[config.mk]
export PLATFORM = sky130hd
export DESIGN_NAME = decode_stage
export DESIGN_NICKNAME = d
export VERILOG_FILES = /design/src/rtl/decode_pkg.sv /design/src/rtl/decode_logic.sv /design/src/rtl/decode_stage.sv
export SDC_FILE = /design/constraint.sdc
export NUM_CORES = 1
export LEC_CHECK = 0
export CAP_MARGIN = 20
export CORE_ASPECT_RATIO = 0.8
export CORE_UTILIZATION = 47
export DETAILED_ROUTE_END_ITERATION = 6
export GPL_TIMING_DRIVEN = 0
export PLACE_DENSITY = 0.95
export SLEW_MARGIN = 0
export SYNTH_ARGS = -nofsm -noshare
export SYNTH_HDL_FRONTEND = slang
export SYNTH_SLANG_ARGS = --single-unit
[constraint.sdc]
create_clock -name clk -period 4.7 [get_ports clk]
set_input_delay 1.175 -clock clk [delete_from_list [all_inputs] [get_ports clk]]
set_output_delay 1.175 -clock clk [all_outputs]
set_load 0.01 [all_outputs]
[src/rtl/decode_pkg.sv]
// Shared encodings and the execute-stage control bundle for the MIPS-subset decode stage.
package decode_pkg;

  localparam logic [5:0] OP_RTYPE  = 6'b000000;
  localparam logic [5:0] OP_REGIMM = 6'b000001;
  localparam logic [5:0] OP_J      = 6'b000010;
  localparam logic [5:0] OP_BEQ    = 6'b000100;
  localparam logic [5:0] OP_ADDIU  = 6'b001001;
  localparam logic [5:0] OP_ORI    = 6'b001101;
  localparam logic [5:0] OP_LUI    = 6'b001111;
  localparam logic [5:0] OP_LW     = 6'b100011;
  localparam logic [5:0] OP_SW     = 6'b101011;

  localparam logic [5:0] FN_ADDU = 6'b100001;
  localparam logic [5:0] FN_SUBU = 6'b100011;
  localparam logic [5:0] FN_AND  = 6'b100100;
  localparam logic [5:0] FN_OR   = 6'b100101;
  localparam logic [5:0] FN_SLTU = 6'b101011;

  localparam logic [2:0] ALU_AND  = 3'b000;
  localparam logic [2:0] ALU_OR   = 3'b001;
  localparam logic [2:0] ALU_ADD  = 3'b010;
  localparam logic [2:0] ALU_UNDF = 3'b011;
  localparam logic [2:0] ALU_LUI  = 3'b100;
  localparam logic [2:0] ALU_LTZ  = 3'b101;
  localparam logic [2:0] ALU_SUB  = 3'b110;
  localparam logic [2:0] ALU_SLTU = 3'b111;

  typedef struct packed {
    logic       regwrite;
    logic       memwrite;
    logic       memtoreg;
    logic       alusrcbimm;
    logic       dojump;
    logic       beq;
    logic       bltz;
    logic       illegal;
    logic [4:0] destreg;
    logic [2:0] alucontrol;
  } ctrl_t;

  // All-zero bundle used for reset and bubbles.
  function automatic ctrl_t ctrl_zero();
    ctrl_t c;
    c.regwrite   = 1'b0;
    c.memwrite   = 1'b0;
    c.memtoreg   = 1'b0;
    c.alusrcbimm = 1'b0;
    c.dojump     = 1'b0;
    c.beq        = 1'b0;
    c.bltz       = 1'b0;
    c.illegal    = 1'b0;
    c.destreg    = 5'd0;
    c.alucontrol = 3'b000;
    return c;
  endfunction

  // True when the instruction reads rt as a register source.
  function automatic logic reads_rt(input logic [5:0] op);
    return (op == OP_RTYPE) || (op == OP_BEQ) || (op == OP_SW);
  endfunction

endpackage

[src/rtl/decode_logic.sv]
// Purely combinational instruction decoder producing the execute control bundle.
module decode_logic
  import decode_pkg::*;
(
  input  logic [5:0] op,
  input  logic [4:0] rt,
  input  logic [4:0] rd,
  input  logic [5:0] funct,
  output ctrl_t      ctrl
);

  ctrl_t ctrl_s;

  // Opcode/funct decode; anything unrecognised falls to the illegal bundle.
  always_comb begin
    ctrl_s = ctrl_zero();
    ctrl_s.alucontrol = ALU_UNDF;
    case (op)
      OP_RTYPE: begin
        ctrl_s.regwrite = 1'b1;
        ctrl_s.destreg  = rd;
        case (funct)
          FN_ADDU: ctrl_s.alucontrol = ALU_ADD;
          FN_SUBU: ctrl_s.alucontrol = ALU_SUB;
          FN_AND:  ctrl_s.alucontrol = ALU_AND;
          FN_OR:   ctrl_s.alucontrol = ALU_OR;
          FN_SLTU: ctrl_s.alucontrol = ALU_SLTU;
          default: begin
            ctrl_s = ctrl_zero();
            ctrl_s.alucontrol = ALU_UNDF;
            ctrl_s.illegal    = 1'b1;
          end
        endcase
      end
      OP_LW: begin
        ctrl_s.alucontrol = ALU_ADD;
        ctrl_s.alusrcbimm = 1'b1;
        ctrl_s.memtoreg   = 1'b1;
        ctrl_s.regwrite   = 1'b1;
        ctrl_s.destreg    = rt;
      end
      OP_SW: begin
        ctrl_s.alucontrol = ALU_ADD;
        ctrl_s.alusrcbimm = 1'b1;
        ctrl_s.memwrite   = 1'b1;
      end
      OP_BEQ: begin
        ctrl_s.alucontrol = ALU_SUB;
        ctrl_s.beq        = 1'b1;
      end
      OP_REGIMM: begin
        if (rt == 5'd0) begin
          ctrl_s.alucontrol = ALU_LTZ;
          ctrl_s.bltz       = 1'b1;
        end else begin
          ctrl_s.illegal    = 1'b1;
        end
      end
      OP_ADDIU: begin
        ctrl_s.alucontrol = ALU_ADD;
        ctrl_s.alusrcbimm = 1'b1;
        ctrl_s.regwrite   = 1'b1;
        ctrl_s.destreg    = rt;
      end
      OP_ORI: begin
        ctrl_s.alucontrol = ALU_OR;
        ctrl_s.alusrcbimm = 1'b1;
        ctrl_s.regwrite   = 1'b1;
        ctrl_s.destreg    = rt;
      end
      OP_LUI: begin
        ctrl_s.alucontrol = ALU_LUI;
        ctrl_s.alusrcbimm = 1'b1;
        ctrl_s.regwrite   = 1'b1;
        ctrl_s.destreg    = rt;
      end
      OP_J: begin
        ctrl_s.dojump = 1'b1;
      end
      default: begin
        ctrl_s.illegal = 1'b1;
      end
    endcase
  end

  assign ctrl = ctrl_s;

endmodule

[src/rtl/decode_stage.sv]
// Decode pipeline stage: valid/ready handshake, load-use stall, flush and the
// registered execute-stage control bundle.
module decode_stage
  import decode_pkg::*;
#(
  parameter int PC_W      = 32,
  parameter int HAZARD_EN = 1
) (
  input  logic            clk,
  input  logic            reset_n,
  input  logic            in_valid,
  input  logic [31:0]     in_instr,
  input  logic [PC_W-1:0] in_pc,
  output logic            in_ready,
  input  logic            flush,
  input  logic            ex_ready,
  output logic            ex_valid,
  output logic [PC_W-1:0] ex_pc,
  output logic [31:0]     ex_instr,
  output logic            ex_regwrite,
  output logic            ex_memwrite,
  output logic            ex_memtoreg,
  output logic            ex_alusrcbimm,
  output logic            ex_dojump,
  output logic            ex_beq,
  output logic            ex_bltz,
  output logic            ex_illegal,
  output logic [4:0]      ex_destreg,
  output logic [2:0]      ex_alucontrol
);

  ctrl_t           dec_s;
  ctrl_t           ctrl_r;
  logic            valid_r;
  logic [PC_W-1:0] pc_r;
  logic [31:0]     instr_r;
  logic            free_s;
  logic            stall_s;
  logic            accept_s;
  logic [4:0]      rs_s;
  logic [4:0]      rt_s;

  assign rs_s = in_instr[25:21];
  assign rt_s = in_instr[20:16];

  decode_logic u_decode_logic (
    .op    (in_instr[31:26]),
    .rt    (rt_s),
    .rd    (in_instr[15:11]),
    .funct (in_instr[5:0]),
    .ctrl  (dec_s)
  );

  // Load-use hazard: the load sitting in the output register feeds a source of the incoming instruction.
  always_comb begin
    stall_s = 1'b0;
    if (HAZARD_EN != 0) begin
      if (valid_r && ctrl_r.memtoreg && ctrl_r.regwrite && (ctrl_r.destreg != 5'd0)) begin
        stall_s = (ctrl_r.destreg == rs_s) ||
                  (reads_rt(in_instr[31:26]) && (ctrl_r.destreg == rt_s));
      end else begin
        stall_s = 1'b0;
      end
    end else begin
      stall_s = 1'b0;
    end
  end

  assign free_s   = !valid_r || ex_ready;
  assign in_ready = free_s && !stall_s && !flush;
  assign accept_s = in_valid && in_ready;

  // Pipeline register: flush wins, then load or bubble when free, otherwise hold.
  always_ff @(posedge clk or negedge reset_n) begin
    if (!reset_n) begin
      valid_r <= 1'b0;
      ctrl_r  <= ctrl_zero();
      pc_r    <= {PC_W{1'b0}};
      instr_r <= 32'd0;
    end else if (flush) begin
      valid_r <= 1'b0;
      ctrl_r  <= ctrl_zero();
    end else if (free_s) begin
      if (accept_s) begin
        valid_r <= 1'b1;
        ctrl_r  <= dec_s;
        pc_r    <= in_pc;
        instr_r <= in_instr;
      end else begin
        valid_r <= 1'b0;
        ctrl_r  <= ctrl_zero();
      end
    end else begin
      valid_r <= valid_r;
    end
  end

  assign ex_valid      = valid_r;
  assign ex_pc         = pc_r;
  assign ex_instr      = instr_r;
  assign ex_regwrite   = ctrl_r.regwrite;
  assign ex_memwrite   = ctrl_r.memwrite;
  assign ex_memtoreg   = ctrl_r.memtoreg;
  assign ex_alusrcbimm = ctrl_r.alusrcbimm;
  assign ex_dojump     = ctrl_r.dojump;
  assign ex_beq        = ctrl_r.beq;
  assign ex_bltz       = ctrl_r.bltz;
  assign ex_illegal    = ctrl_r.illegal;
  assign ex_destreg    = ctrl_r.destreg;
  assign ex_alucontrol = ctrl_r.alucontrol;

endmodule

Word-level counts from Yosys, hierarchy flattened
Index checks and enable logic that the tools add are counted.
{"block": "word_totals", "regBits": 81, "in_bits": 69, "word_cells": 75}
{"block": "classes", "n_eq_ne": 15, "muxes": 22, "n_bitwise": 1, "reduce_logical": 24}
{"operator": "16-bit 2-to-1 mux", "n": 3}
{"operator": "6-bit == test, second input constant", "n": 7}
{"operator": "6-bit by 4-bit == test with 1-bit output, second input constant", "n": 3}
{"operator": "3-bit case mux with 6 select lines", "n": 1}
{"operator": "3-bit case mux with 5 select lines", "n": 1}
{"operator": "1-bit case mux with 2 select lines", "n": 7}
{"operator": "13-bit 2-to-1 mux", "n": 1}
{"operator": "5-bit == test", "n": 2}
{"operator": "5-bit case mux with 2 select lines", "n": 1}
{"operator": "5-bit OR reduction", "n": 2}
{"operator": "1-bit logical AND", "n": 7}
{"operator": "7-bit OR reduction", "n": 1}
{"operator": "6-bit by 1-bit == test with 1-bit output, second input constant", "n": 1}
{"operator": "6-bit by 2-bit == test with 1-bit output, second input constant", "n": 1}
{"operator": "6-bit by 3-bit == test with 1-bit output, second input constant", "n": 1}
{"operator": "6-bit zero test", "n": 1}
{"operator": "1-bit 2-to-1 mux", "n": 6}
{"operator": "5-bit zero test", "n": 1}
{"operator": "5-bit nonzero test", "n": 1}
{"operator": "1-bit logical OR", "n": 4}
{"operator": "4-bit OR reduction", "n": 1}
{"operator": "1-bit zero test", "n": 3}
{"operator": "3-bit 2-to-1 mux", "n": 1}
{"operator": "1-bit case mux with 3 select lines", "n": 1}
{"operator": "other kinds (4)", "n": 4}

Longest topological paths before layout
Gate-level depths: netlist (run 1).
{"block": "logic_depth", "depth_word": 13, "depth_mapped": 7, "ltp_nobuf": 5}

By module
From an unflattened synthesis (run 1), not the netlist that was laid out.
{"block": "hier_totals", "cells_unflattened": 267, "hier_area_um2": 3683.5}
{"module": "decode_stage", "instances": 1, "cells_per_inst": 199, "area_each_um2": 3199.3, "seq_area_each_um2": 2026.9}
{"module": "decode_logic", "instances": 1, "cells_per_inst": 68, "area_each_um2": 484.2, "seq_area_each_um2": 0.0}

Least setup slack after synthesis (run 1)
No wires, ideal clock.
{"block": "synth_timing", "path_kind": "input to output", "from": "input port in_instr[25]", "to": "output port in_ready", "arrival_time_ns": 2.077, "required_time_ns": 3.525, "slack_ns": 1.448, "path_stages": 4, "cell_sequence": "xnor2_1 nand3_1 or4_4 o211a_1"}
{"block": "synth_between", "elab_chain_len": 6}
{"item": "start, declared", "line": "decode_stage.sv:12", "text": "input logic [31:0] in_instr,"}
{"item": "5-bit == test", "line": "decode_stage.sv:59", "text": "stall_s = (ctrl_r.destreg == rs_s) ||"}
{"item": "1-bit logical OR", "line": "decode_stage.sv:59"}
{"item": "1-bit 2-to-1 mux", "line": "decode_stage.sv:58", "text": "if (valid_r && ctrl_r.memtoreg && ctrl_r.regwrite && (ctrl_r.destreg != 5'd0)) begin"}
{"item": "1-bit zero test", "line": "decode_stage.sv:70", "text": "assign in_ready = free_s && !stall_s && !flush;"}
{"item": "1-bit logical AND (2 in series)", "line": "decode_stage.sv:70"}
{"item": "end, declared", "line": "decode_stage.sv:14", "text": "output logic in_ready,"}
No other way between the ends.

Worst setup path in the final report (run 1)
{"block": "layout_timing", "from": "input port in_instr[18]", "to": "output port in_ready"}
{"block": "layout_between", "elab_chain_len": 7}
{"item": "5-bit == test", "line": "decode_stage.sv:60", "text": "(reads_rt(in_instr[31:26]) && (ctrl_r.destreg == rt_s));"}
{"item": "1-bit logical AND", "line": "decode_stage.sv:60"}
{"item": "1-bit logical OR", "line": "decode_stage.sv:59"}
{"item": "1-bit 2-to-1 mux", "line": "decode_stage.sv:58"}
{"item": "1-bit zero test", "line": "decode_stage.sv:70"}
{"item": "1-bit logical AND (2 in series)", "line": "decode_stage.sv:70"}
No other way between the ends.

==> flow_results.org, run 1 <==
** Outcome
- Status :: complete, but fails checks
- Failing checks :: DRC

** Clocking
- CTS built an H-tree with a depth of 3.
- TritonCTS built the clock tree.
- Total number of clock tree sinks :: 81
- Clock tree synthesis inserted a total of 9 buffers.
- After clock tree synthesis, the repair step resized 0 gates.
- Number of setup buffers added after CTS :: 0
- The clock passes through at most 2 buffers.
- Clock tree root driver cell :: sky130_fd_sc_hd__clkbuf_8
- Clock-pin slew on the worst setup and hold paths :: 0.08 ns
- Clock network latency to the later pin of the worst-skew pair :: 0.36 ns
- After clock tree synthesis, the flow added hold-fix buffers numbering 0.

** STA
- Clock Skew :: 0.00826 ns
- The number of hold-slack violations in the final timing report is 0.
- The worst pin sits at a relative slew slack of 46.4%.
- Summed negative setup slack over all endpoints :: 0 ns
- Portion of the clock cycle consumed by the worst path in the final layout :: 93.7%
- Final Max Slew Viols :: 0
- Setup-failing EPs final :: 0
- At the pin with the least slew margin, the transition time is 0.802 ns.
- Fin crit period :: 4.41 ns
- Peak clock frequency supported by timing :: 227 MHz
- Setup repair after global routing left no endpoint under its margin.

** Synthesis
- Yosys cell types :: 43
- Count of state elements after synthesis :: 81
- Largest cells by area after synthesis :: sky130_fd_sc_hd__dfrtp_1, sky130_fd_sc_hd__mux2_4, sky130_fd_sc_hd__buf_6, sky130_fd_sc_hd__mux2_1, sky130_fd_sc_hd__xor2_1
- Yosys Warn Count :: 0
- Library cell occupying the most area in the post-synthesis netlist :: sky130_fd_sc_hd__dfrtp_1
- In this run, synthesis inferred 0 flip-flops with an integrated enable.
- In this run the cell area of the synthesized design comes to 3840 sq um.
- Post-synthesis sequential area ratio :: 52.8%
- The synthesized design devotes to its leading area cell type 52.8% of total area.
- Synthesized Nets :: 345
- Most frequently used flop master after synthesis :: sky130_fd_sc_hd__dfrtp_1
- Ys async rst share :: 100%
- After synthesis, the mean cell area works out to 13.9 sq um.
- Post-synthesis cell count :: 276

** Finish
- Leaving out fill and tap cells, the most frequent cell in the layout is sky130_fd_sc_hd__clkdlybuf4s50_1.
- The post-route netlist has 21.2% of its cells at a drive strength greater than 1.
- The top cell types in the final layout, fill and taps aside, are sky130_fd_sc_hd__clkdlybuf4s50_1, sky130_fd_sc_hd__dfrtp_1, sky130_fd_sc_hd__mux2_4, sky130_fd_sc_hd__nand2_1, sky130_fd_sc_hd__nor2_1.
- Relative to the synthesized area, the layout overhead comes to 48.5%.
- Number of antenna diodes :: 0
- The count of cells in the finished layout, fillers not included, comes to 551.
- Final standard cell area without fillers :: 5700 sq um
- At the end of the flow, the number of nets in the layout was 507.

** Routing
- Violation count after the first detailed-route iteration :: 119
- The pre-antenna-repair detailed-routing pass consisted of 7 iterations.
- DR vias :: 2913
- Total wire length after detailed routing :: 10200 um
- Post-route antenna net violation count :: 0
- Dividing the detail-routed wire length by the instance count gives 18.6 um.
- Post-detailed-route via-to-cell ratio :: 5.29
- After detailed routing, the number of remaining DRC violations is 2.

** Placed design
- Summing all placed instances gives a cell area of 5500 sq um.
- Placed cell count :: 535
- Final weighted congestion in routability-driven placement :: 0.841
- Placed wire-length estimate :: 7420 um
- Number of input and output port buffers inserted :: 150

** Worst setup path
- STA puts the critical path data required time at 3.52 ns.
- Category of the worst setup path launch point :: input pin
- Type of element capturing the critical path :: output port
- Critical Path Fanout Max :: 4
- Startpoint of the most critical setup path :: in_instr[18]
- Data on the critical path arrives at its endpoint at 3.23 ns.
- The worst register-to-register path begins at ex_destreg[1].
- The worst setup path is of the in -> out kind.

** Pwr
- For this design the static power due to leakage is 2.45 nW.
- For this design the ratio of total power to cell area is 340 nW/um^2.
- Across the VDD grid, the largest voltage drop is 235 uV.

** Die
- Area enclosed by the die boundary :: 8540 sq um
- Pin placement for this block handled 151 I/O pins.
- DIE HEIGHT :: 82.8 um
- Core Rows :: 29
- The initial utilization of the core area, before any placement, comes to 48.5%.
- The die is 103 um wide.
- After floorplanning, the core was sized to cover 7910 sq um.

** GRT
- Entering global routing, the biggest net connects 61 pins.
- The initial antenna violation count is 0.
- GRT Util Overall :: 25.1%
- Wire length of the first global-routing pass :: 16000 um
- The number of global-route vias before repair was 3059.
- Total congestion overflow :: 0

** Worst hold path
- Hold path start :: ex_instr[10]
- Tightest Hold Check Type :: reg -> reg

** Job
- The tool flagged a number of max-cap violations equal to 0.
metrics by stage:
stage | setup WS (ns) | power [mW] | hold WS, ns | utilization [%]
after floorplan | 1.45 | 1.10 | 0.516 | -
after global routing | 0.148 | 2.02 | 0.514 | 72.1
after detailed placement | 0.339 | 1.43 | 0.481 | 69.6
final | 0.294 | 1.94 | 0.496 | 72.1
after CTS | 0.302 | 1.96 | 0.501 | 72.1
after global placement | -0.299 | 1.41 | 0.468 | 69.2
state kept, by name, summed over array words and instances, names as in the netlist:
register       flops
ex_bltz            1
ex_dojump          1
ex_instr          32
ex_memtoreg        1
ex_regwrite        1
ex_valid           1
ex_destreg         5
ex_pc             32
ex_alusrcbimm      1
ex_illegal         1
ex_beq             1
ex_alucontrol      3
ex_memwrite        1
critical path: stages:
cell and delay (ns):
sky130_fd_sc_hd__clkdlybuf4s50_1 0.50, sky130_fd_sc_hd__xor2_1 0.18, sky130_fd_sc_hd__nor4_1 0.37, sky130_fd_sc_hd__o211ai_1 0.26
sky130_fd_sc_hd__o211a_1 0.26, sky130_fd_sc_hd__clkdlybuf4s50_1 0.49
cell usage after synthesis, types with 2 or more instances:
| master | n |
|---|---|
| sky130_fd_sc_hd__a21oi_1 | 2 |
| sky130_fd_sc_hd__a22o_1 | 3 |
| sky130_fd_sc_hd__a22oi_1 | 5 |
| sky130_fd_sc_hd__and2_1 | 2 |
| sky130_fd_sc_hd__buf_6 | 7 |
| sky130_fd_sc_hd__clkbuf_1 | 8 |
| sky130_fd_sc_hd__dfrtp_1 | 81 |
| sky130_fd_sc_hd__mux2_1 | 6 |
| sky130_fd_sc_hd__mux2_2 | 3 |
| sky130_fd_sc_hd__mux2_4 | 57 |
| sky130_fd_sc_hd__nand2_1 | 16 |
| sky130_fd_sc_hd__nand2b_1 | 4 |
| sky130_fd_sc_hd__nand3_1 | 4 |
| sky130_fd_sc_hd__nand3b_1 | 2 |
| sky130_fd_sc_hd__nor2_1 | 14 |
| sky130_fd_sc_hd__nor2b_1 | 5 |
| sky130_fd_sc_hd__nor3_1 | 5 |
| sky130_fd_sc_hd__nor4_1 | 4 |
| sky130_fd_sc_hd__o211ai_1 | 3 |
| sky130_fd_sc_hd__o21ai_0 | 11 |
| sky130_fd_sc_hd__or2_2 | 2 |
| sky130_fd_sc_hd__or4_4 | 2 |
| sky130_fd_sc_hd__xnor2_1 | 4 |
| sky130_fd_sc_hd__xor2_1 | 7 |
where the power goes:
part           total, mW  internal, mW  switching, mW
Combinational      0.564         0.367          0.197
Clock              0.520         0.251          0.269
Sequential         0.858         0.796         0.0614
logic make-up after synthesis:
family | count (synthesis) | synth area share (%)
flops | 81 | 52.8
mux | 67 | 25.2
simple gates | 64 | 8.70
compound gates | 37 | 7.85
buf+inv | 16 | 2.97
xor+xnor | 11 | 2.51
routing by layer:
metal	routed length [um]	track usage, %
met5	0	0
met4	106	5.76
met3	695	8.16
met2	5240	42.4
met1	4190	31.2
final cells by class:
type	count	area [sq um]
buffer	16	114
clock buffer	9	124
clock inverter	7	77.6
fill	545	2210
multi-input combinational	179	1700
sequential	81	2030
tap	108	135
timing repair buffer	151	1530
path summary, 6_finish.rpt:
kind                                end  slack (ns)  cells after the start
setup / recovery               in_ready        0.29                      6
hold / removal             ex_instr[10]        0.50                      1
setup reg to reg              ex_pc[20]        2.28                      6
hold reg to reg            ex_instr[10]        0.50                      1
max in group asynchronous  ex_instr[11]        3.41                      2
min in group asynchronous     ex_pc[23]        0.69                      1
(Power assumes the default switching activity.)
==> inputs of run 2 (changes only) <==
--- a/config.mk
+++ b/config.mk
@@ -9,6 +9,7 @@
 export CORE_ASPECT_RATIO = 0.8
 export CORE_UTILIZATION = 47
 export DETAILED_ROUTE_END_ITERATION = 6
+export GPL_ROUTABILITY_DRIVEN = 0
 export GPL_TIMING_DRIVEN = 0
 export PLACE_DENSITY = 0.95
 export SLEW_MARGIN = 0
==> results of run 2 <==
The final DEF is identical to that of run 1; final timing and power are the same.
